<file path="config.mk">
export PLATFORM = sky130hd
export DESIGN_NAME = tpg_vip_stream_gen
export DESIGN_NICKNAME = d
export VERILOG_FILES = /design/src/rtl/tpg_vip_stream_gen.sv
export SDC_FILE = /design/constraint.sdc
export NUM_CORES = 1
export LEC_CHECK = 0
export CELL_PAD_IN_SITES_DETAIL_PLACEMENT = 0
export CELL_PAD_IN_SITES_GLOBAL_PLACEMENT = 1
export CORE_MARGIN = 1.5
export CORE_UTILIZATION = 50
export DETAILED_ROUTE_END_ITERATION = 10
export PLACE_DENSITY_LB_ADDON = 0.2
export SLEW_MARGIN = 25
export SYNTH_ARGS = -nofsm -noshare
export SYNTH_HDL_FRONTEND = slang
export SYNTH_SLANG_ARGS = --single-unit
</file>
<file path="constraint.sdc">
create_clock -name clk_i -period 13.1 [get_ports clk_i]
set_input_delay 1.31 -clock clk_i [delete_from_list [all_inputs] [get_ports clk_i]]
set_output_delay 1.31 -clock clk_i [all_outputs]
set_load 0.01 [all_outputs]
</file>
<file path="src/rtl/tpg_vip_stream_gen.sv">
// ---------------------------------------------------------------------------
// tpg_vip_stream_gen
// Purpose: self-contained VIP Avalon-ST test pattern generator. Each frame is
//   a control packet (width / line count / interlace nibbles) followed by a
//   video packet of width x lines pixel beats. Four pattern modes, interlaced
//   field alternation and ready-latency-0 backpressure are supported.
// Optional feature macro: TPG_MOVING_BARS_EN (mode 3 = colour bars that shift
//   by one pixel every OFFSET_FRAMES frames). Undefined: mode 3 = mode 0.
// Ports:
//   clk_i         clock
//   rst_i         asynchronous active-low reset
//   enable_i      run request (level)
//   mode_i        0 bars, 1 gradient, 2 solid, 3 moving bars
//   width_i       active pixels per line
//   height_i      lines per frame (progressive) or per interlaced frame
//   interlaced_i  1 = alternate F0/F1 fields
//   color_i       solid colour value
//   ready_i       sink ready (latency 0)
//   data_o        beat data, symbol 0 in the low bits
//   valid_o/sop_o/eop_o  stream framing
//   busy_o        high from frame start until the video eop is accepted
// ---------------------------------------------------------------------------
module tpg_vip_stream_gen #(
  parameter int BITS_PER_SYMBOL  = 8,
  parameter int SYMBOLS_PER_BEAT = 3,
  parameter int OFFSET_FRAMES    = 25
) (
  input  logic                                        clk_i,
  input  logic                                        rst_i,
  input  logic                                        enable_i,
  input  logic [1:0]                                  mode_i,
  input  logic [15:0]                                 width_i,
  input  logic [15:0]                                 height_i,
  input  logic                                        interlaced_i,
  input  logic [BITS_PER_SYMBOL*SYMBOLS_PER_BEAT-1:0] color_i,
  input  logic                                        ready_i,
  output logic [BITS_PER_SYMBOL*SYMBOLS_PER_BEAT-1:0] data_o,
  output logic                                        valid_o,
  output logic                                        sop_o,
  output logic                                        eop_o,
  output logic                                        busy_o
);
  localparam int B  = BITS_PER_SYMBOL;
  localparam int S  = SYMBOLS_PER_BEAT;
  localparam int DW = B * S;
  localparam int NB = (9 + S - 1) / S;  // control body beats

  // State names the beat currently held in the output register.
  typedef enum logic [2:0] {ST_IDLE, ST_CTRL_HDR, ST_CTRL_BODY, ST_VID_HDR, ST_VID_DATA} state_e;

  state_e state_q, state_d;
  logic [DW-1:0] data_q, data_d, color_q, color_d;
  logic valid_q, valid_d, sop_q, sop_d, eop_q, eop_d, busy_q, busy_d;
  logic ilace_q, ilace_d, field_q, field_d;
  logic [1:0] mode_q, mode_d;
  logic [3:0] cnt_q, cnt_d;
  logic [15:0] w_q, w_d, lines_q, lines_d, x_q, x_d, y_q, y_d;
`ifdef TPG_MOVING_BARS_EN
  logic [15:0] phase_q, phase_d, fcnt_q, fcnt_d;
  logic [16:0] sum_s;
`endif

  logic [3:0]    ctrl_idx_s;
  logic [15:0]   pix_x_s, pix_y_s, bw_s, new_lines_s;
  logic [3:0]    nib_s [9];
  logic [DW-1:0] body_s, pix_s;
  logic [16:0]   xs_s;
  logic [19:0]   thr_s;
  logic [2:0]    bar_s, code_s;
  logic accept_s, start_ok_s, frame_end_s, start_s, cur_field_s, eff_field_s;
  int            idx_s;

  function automatic logic [2:0] bar_code(input logic [2:0] idx);
    case (idx)
      3'd0:    bar_code = 3'd7;
      3'd1:    bar_code = 3'd6;
      3'd2:    bar_code = 3'd3;
      3'd3:    bar_code = 3'd2;
      3'd4:    bar_code = 3'd5;
      3'd5:    bar_code = 3'd4;
      3'd6:    bar_code = 3'd1;
      default: bar_code = 3'd0;
    endcase
  endfunction

  // Coordinates of the beat that would be loaded on the next acceptance.
  always_comb begin
    if (state_q == ST_CTRL_BODY) ctrl_idx_s = cnt_q + 4'd1;
    else                         ctrl_idx_s = 4'd0;
    if (state_q == ST_VID_DATA && x_q != w_q - 16'd1) pix_x_s = x_q + 16'd1;
    else                                              pix_x_s = 16'd0;
    if (state_q == ST_VID_DATA && x_q == w_q - 16'd1) pix_y_s = y_q + 16'd1;
    else if (state_q == ST_VID_DATA)                  pix_y_s = y_q;
    else                                              pix_y_s = 16'd0;
  end

  // Control body beat: nine nibbles packed into symbol low nibbles.
  always_comb begin
    nib_s[0] = w_q[15:12];     nib_s[1] = w_q[11:8];
    nib_s[2] = w_q[7:4];       nib_s[3] = w_q[3:0];
    nib_s[4] = lines_q[15:12]; nib_s[5] = lines_q[11:8];
    nib_s[6] = lines_q[7:4];   nib_s[7] = lines_q[3:0];
    if (!ilace_q)     nib_s[8] = 4'b0000;
    else if (field_q) nib_s[8] = 4'b1100;
    else              nib_s[8] = 4'b1000;
    body_s = '0;
    idx_s  = 0;
    for (int k = 0; k < S; k++) begin
      idx_s = int'(ctrl_idx_s) * S + k;
      if (idx_s < 9) body_s[k*B +: 4] = nib_s[idx_s[3:0]];
      else           body_s[k*B +: 4] = 4'd0;
    end
  end

  // Pixel value for the next pixel coordinate; bar index by threshold compare.
  always_comb begin
    if (w_q[15:3] == 13'd0) bw_s = 16'd1;
    else                    bw_s = {3'd0, w_q[15:3]};
    xs_s = {1'b0, pix_x_s};
`ifdef TPG_MOVING_BARS_EN
    sum_s = {1'b0, pix_x_s} + {1'b0, phase_q};
    if (mode_q == 2'd3) begin
      if (sum_s >= {1'b0, w_q}) xs_s = sum_s - {1'b0, w_q};
      else                      xs_s = sum_s;
    end else begin
      xs_s = {1'b0, pix_x_s};
    end
`endif
    bar_s = 3'd0;
    thr_s = 20'd0;
    for (int k = 1; k < 8; k++) begin
      thr_s = {4'd0, bw_s} * 20'(k);
      if ({3'd0, xs_s} >= thr_s) bar_s = 3'(k);
      else                       bar_s = bar_s;
    end
    code_s = bar_code(bar_s);
    pix_s  = '0;
    case (mode_q)
      2'd1: for (int k = 0; k < S; k++) pix_s[k*B +: B] = pix_x_s[B-1:0];
      2'd2: pix_s = color_q;
      default: for (int k = 0; k < S; k++) pix_s[k*B +: B] = code_s[k % 3] ? {B{1'b1}} : {B{1'b0}};
    endcase
  end

  // Frame start qualification, field selection and line count of a new frame.
  always_comb begin
    accept_s    = valid_q && ready_i;
    start_ok_s  = enable_i && (width_i != 16'd0) && (height_i != 16'd0);
    frame_end_s = (state_q == ST_VID_DATA) && accept_s && eop_q;
    start_s     = start_ok_s && ((state_q == ST_IDLE) || frame_end_s);
    // The field toggles as an interlaced frame ends, before the next one starts.
    cur_field_s = (state_q == ST_VID_DATA && ilace_q) ? ~field_q : field_q;
    // An empty F1 (height 1) is skipped by emitting F0 instead.
    eff_field_s = interlaced_i && cur_field_s && (height_i[15:1] != 15'd0);
    if (!interlaced_i)    new_lines_s = height_i;
    else if (eff_field_s) new_lines_s = {1'b0, height_i[15:1]};
    else                  new_lines_s = 16'(({1'b0, height_i} + 17'd1) >> 1);
  end

  // Framing FSM next state and output-register loading.
  always_comb begin
    state_d = state_q;  data_d  = data_q;  valid_d = valid_q;
    sop_d   = sop_q;    eop_d   = eop_q;   busy_d  = busy_q;
    w_d     = w_q;      lines_d = lines_q; ilace_d = ilace_q;
    field_d = field_q;  mode_d  = mode_q;  color_d = color_q;
    cnt_d   = cnt_q;    x_d     = x_q;     y_d     = y_q;
`ifdef TPG_MOVING_BARS_EN
    phase_d = phase_q;  fcnt_d  = fcnt_q;
`endif
    case (state_q)
      ST_IDLE: begin
`ifdef TPG_MOVING_BARS_EN
        phase_d = 16'd0;
        fcnt_d  = 16'd0;
`endif
        state_d = ST_IDLE;
      end
      ST_CTRL_HDR: begin
        if (accept_s) begin
          cnt_d = 4'd0; data_d = body_s; sop_d = 1'b0; eop_d = (NB == 1);
          state_d = ST_CTRL_BODY;
        end else begin
          state_d = state_q;
        end
      end
      ST_CTRL_BODY: begin
        if (accept_s && cnt_q == 4'(NB - 1)) begin
          data_d = '0; sop_d = 1'b1; eop_d = 1'b0; state_d = ST_VID_HDR;
        end else if (accept_s) begin
          cnt_d = cnt_q + 4'd1; data_d = body_s; eop_d = (cnt_q + 4'd1 == 4'(NB - 1));
        end else begin
          state_d = state_q;
        end
      end
      ST_VID_HDR: begin
        if (accept_s) begin
          x_d = 16'd0; y_d = 16'd0; data_d = pix_s; sop_d = 1'b0;
          eop_d = (w_q == 16'd1) && (lines_q == 16'd1);
          state_d = ST_VID_DATA;
        end else begin
          state_d = state_q;
        end
      end
      ST_VID_DATA: begin
        if (accept_s && eop_q) begin
          field_d = cur_field_s;
          state_d = ST_IDLE; valid_d = 1'b0; sop_d = 1'b0; eop_d = 1'b0;
          data_d = '0; busy_d = 1'b0;
`ifdef TPG_MOVING_BARS_EN
          if (!start_ok_s) begin
            phase_d = 16'd0; fcnt_d = 16'd0;
          end else if (fcnt_q == 16'(OFFSET_FRAMES - 1)) begin
            fcnt_d  = 16'd0;
            phase_d = (phase_q >= w_q - 16'd1) ? 16'd0 : phase_q + 16'd1;
          end else begin
            fcnt_d = fcnt_q + 16'd1;
          end
`endif
        end else if (accept_s) begin
          x_d = pix_x_s; y_d = pix_y_s; data_d = pix_s;
          eop_d = (pix_x_s == w_q - 16'd1) && (pix_y_s == lines_q - 16'd1);
        end else begin
          state_d = state_q;
        end
      end
      default: state_d = ST_IDLE;
    endcase
    // New frame: latch configuration and load the control header beat.
    if (start_s) begin
      w_d = width_i; lines_d = new_lines_s; ilace_d = interlaced_i;
      field_d = eff_field_s; mode_d = mode_i; color_d = color_i;
      data_d = {{(DW-4){1'b0}}, 4'hF}; valid_d = 1'b1; sop_d = 1'b1; eop_d = 1'b0;
      busy_d = 1'b1; cnt_d = 4'd0; state_d = ST_CTRL_HDR;
    end else begin
      busy_d = busy_d;
    end
  end

  // State and output registers.
  always_ff @(posedge clk_i or negedge rst_i) begin
    if (!rst_i) begin
      state_q <= ST_IDLE; data_q <= '0; valid_q <= 1'b0; sop_q <= 1'b0;
      eop_q <= 1'b0; busy_q <= 1'b0; w_q <= 16'd0; lines_q <= 16'd0;
      ilace_q <= 1'b0; field_q <= 1'b0; mode_q <= 2'd0; color_q <= '0;
      cnt_q <= 4'd0; x_q <= 16'd0; y_q <= 16'd0;
`ifdef TPG_MOVING_BARS_EN
      phase_q <= 16'd0; fcnt_q <= 16'd0;
`endif
    end else begin
      state_q <= state_d; data_q <= data_d; valid_q <= valid_d; sop_q <= sop_d;
      eop_q <= eop_d; busy_q <= busy_d; w_q <= w_d; lines_q <= lines_d;
      ilace_q <= ilace_d; field_q <= field_d; mode_q <= mode_d; color_q <= color_d;
      cnt_q <= cnt_d; x_q <= x_d; y_q <= y_d;
`ifdef TPG_MOVING_BARS_EN
      phase_q <= phase_d; fcnt_q <= fcnt_d;
`endif
    end
  end

  assign data_o  = data_q;
  assign valid_o = valid_q;
  assign sop_o   = sop_q;
  assign eop_o   = eop_q;
  assign busy_o  = busy_q;
endmodule

</file>
==> qor.log <==
qor: status.run_status finished, final reports clean
qor: logic_synthesis.syn_area 0.0139 sq mm
qor: sta.max_clock_freq 137 MHz
qor: cts.clk_latency 0.43 ns
qor: setup_path.timing.critical_path.to_type register
qor: logic_synthesis.yosys_most_used_dff dfrtp_1
qor: cts.tritoncts.num_buffers 17
qor: placement.placed_instances 2114
qor: drt.drt-total-wl 46400 microns
qor: setup_path.critical_path.slowest_cell dfrtp_1
qor: cts.cts.root.buffer_cell clkbuf_16
qor: cts.cts-hold-fix-buffers 0
qor: cts.postCtsSetupRepairBufs 0
qor: logic_synthesis.synth_compound_gate_area_share 20.9%
qor: setup_path.critPathMostFrequentCell a21oi_1
qor: sta.rsz_0062_raised_after_global_routing false
qor: global_routing.first_global_vias 12900
qor: setup_path.slowest_delay 0.58 ns
qor: logic_synthesis.synthTopCellsByArea dfrtp_1 23%, ha_1 15%, nand2_1 6.7%
qor: cts.numClockSinks 126
qor: global_routing.grt_max_degree 78
qor: setup_path.regToRegStartpoint w_q[6]$_DFFE_PN0P_
qor: final_layout.drive_above_1_share 5.98%
qor: logic_synthesis.synth-simple-area-share 22.0%
qor: min_path.worstHoldPathType register to register
qor: final_layout.area_added_between_synthesis_and_finish 12.6%
qor: final_layout.stdcell_count 2147
qor: power.power.ir.vdd_worst 0.131 mV
qor: sta.drv_slew 0
qor: global_routing.grt_pass1_wl 73200 microns
qor: drt.vias 13300
qor: setup_path.setup.worst_path.start w_q[6]$_DFFE_PN0P_
qor: global_routing.antenna_found_initial 2
qor: logic_synthesis.synthDistinctLibCells 95
qor: logic_synthesis.seq_area_frac_synth 22.7%
qor: cts.clkTransAtPathRegs 0.08 ns
qor: run.max_cap_viol_count 0
qor: floorplanning.dieHeight 170 microns
qor: sta.worstMarginPinSlew 1.13 ns
qor: power.power.total 4.14 mW
qor: floorplanning.initial_core_util 51.3%
qor: power.power_leakage 7.03 nW
qor: drt.routed_wire_length_per_instance 21.6 microns
qor: global_routing.total_routing_resource_utilization_after_global_routing 33.1%
qor: cts.cts_max_path_buffers 2
qor: placement.dpl.hpwl 35400 microns
qor: setup_path.crit_path_start_kind register
qor: logic_synthesis.synth_fa_ha_area_share 17.1%
qor: placement.io_buffers 90
qor: logic_synthesis.synth_common_cells 247 x nand2_1, 166 x ha_1, 126 x dfrtp_1, 126 x o21ai_0, 112 x a21oi_1
qor: sta.holdWs 0.475 ns
qor: setup_path.criticalPathCategory register to register
qor: logic_synthesis.post-synth-top-count-cell nand2_1
qor: min_path.min_from color_q[7]$_DFFE_PN0P_
qor: sta.final.period_utilization 55.6%
qor: floorplanning.fp.dieW 170 microns
qor: floorplanning.fp-row-count 60
qor: floorplanning.die-area 0.0288 sq mm
qor: logic_synthesis.synth_enable_flop_cells 0
qor: logic_synthesis.synth.ff_latch_count 126
qor: sta.timing.max_slew.rel_slack 24.7%
qor: logic_synthesis.synthesis.yosys.warnings 0
qor: drt.route.detailed.vias_per_inst 6.18
qor: drt.detailedRoute.firstPassIterationCount 7
qor: cts.cts.repair.resized 0
qor: placement.gp_congestion 0.947
qor: sta.final_setup_fails 0
qor: logic_synthesis.syn_nets 1967
qor: power.pwr_density 264 mW/mm^2
qor: final_layout.design.final.nets 2005
qor: floorplanning.design.portCount 91
qor: cts.htree_num_levels 4
qor: logic_synthesis.postSynthCellCount 1723
qor: sta.final.setup.worst_slack 5.82 ns
qor: sta.finalSetupTns 0 ns
qor: logic_synthesis.combinational_family_with_the_most_area_after_synthesis simple AND/OR/NAND/NOR gates
qor: sta.shortest_period_the_worst_path_allows 7.28 ns
qor: cts.cts_tree done
qor: logic_synthesis.synth.area.mux_share 5.29%
qor: logic_synthesis.syn_avg_cell_area 8.07 sq um
qor: drt.detail_route.iter0.violations 1090
qor: sta.worst_clock_skew 0.0192 ns
qor: floorplanning.core_region_area 0.0271 sq mm
qor: placement.pre_cts_ws 5.99 ns
qor: sta.hold_viol_final 0
qor: setup_path.cp_max_fanout 12
qor: drt.antenna_violating_nets_post_route 0
qor: logic_synthesis.synth.largest_area_cell dfrtp_1
qor: setup_path.critical_path_arrival 7.66 ns
qor: logic_synthesis.synth_top_cell_area_share 22.7%
qor: logic_synthesis.async_flop_share 100%
qor: drt.detail_route.drc_violations 0
qor: logic_synthesis.share_of_the_synthesized_netlist_area_taken_by_xor_and_xnor_gates 6.77%
qor: setup_path.crit_required 13.47 ns
qor: global_routing.grt_remaining_overflow 0
[routing by layer]
metal	part of all wire, %	global-route usage [%]	vias up
met4	3.9	13.9	2
met1	43	43.0	6353
li1	-	-	6320
met2	47	54.0	478
met3	6.4	6.13	105
met5	0.026	0	-
[per-stage QoR]
step	area (sq um)	util, %
6_report	15700	57.8
5_1_grt	15700	57.8
4_1_cts	15600	57.7
3_5_place_dp	15100	55.5
3_3_place_gp	15000	55.5
2_1_floorplan	13900	-
[cells by family (layout without fill, tap and decap cells)]
logic type,Yosys count,count (layout)
mux,53,53
xor+xnor,106,106
flops,126,126
other cells,0,1
fa+ha+maj,181,181
simple gates,622,622
buf+inv,186,237
compound gates,449,449
[worst paths after layout]
check                                         end  slack [ns]  depth (start not counted)
max                        data_o[21]$_DFFE_PN0P_        5.82                         31
min                        color_q[7]$_DFFE_PN0P_        0.48                          2
max reg2reg                data_o[21]$_DFFE_PN0P_        5.82                         31
min reg2reg                color_q[7]$_DFFE_PN0P_        0.48                          2
max in group asynchronous   data_o[2]$_DFFE_PN0P_       10.94                          2
min in group asynchronous     w_q[14]$_DFFE_PN0P_        0.91                          1
[sequential cells by signal, summed over array words and instances (netlist names)]
register	cells
busy_o	1
cnt_q	4
color_q	24
data_o	24
eop_o	1
field_q	1
ilace_q	1
lines_q	16
mode_q	2
sop_o	1
state_q	3
w_q	16
x_q	16
y_q	16
[where the power goes]
group          switching, mW  total, mW  internal, mW
logic                   1.70       2.88          1.19
clock network          0.221      0.494         0.273
registers              0.239      0.761         0.522
[worst max-delay path, delay by kind of cell, from the launching register on]
kind	cells	cell delay [ns]
buffers and inverters	3	0.37
xor gates and xnor gates	1	0.18
DFF	1	0.58
adders and majority gates	5	1.66
AOI/OAI and AO/OA	13	2.66
and+or+nand+nor	9	1.79
[area by class of cell]
type                       instances  area [sq um]
multi-input combinational       1411         10000
sequential                       126          3150
clock inverter                    15           171
inverter                          96           360
timing repair buffer             109          1040
antenna                            1          2.50
clock buffer                      17           425
tap                              372           465
fill                            2554         11400
[cell usage in the layout (no fill, tap or decap), drive strengths merged, types with 37 or more instances in the layout]
cell,count
xnor2,66
inv,102
nand2,247
nand3,49
a21oi,112
clkdlybuf4s50,89
a21o,37
nor2,100
o21ai,135
nor3,38
dfrtp,126
ha,166
xor2,39
(Power assumes the default switching activity.)
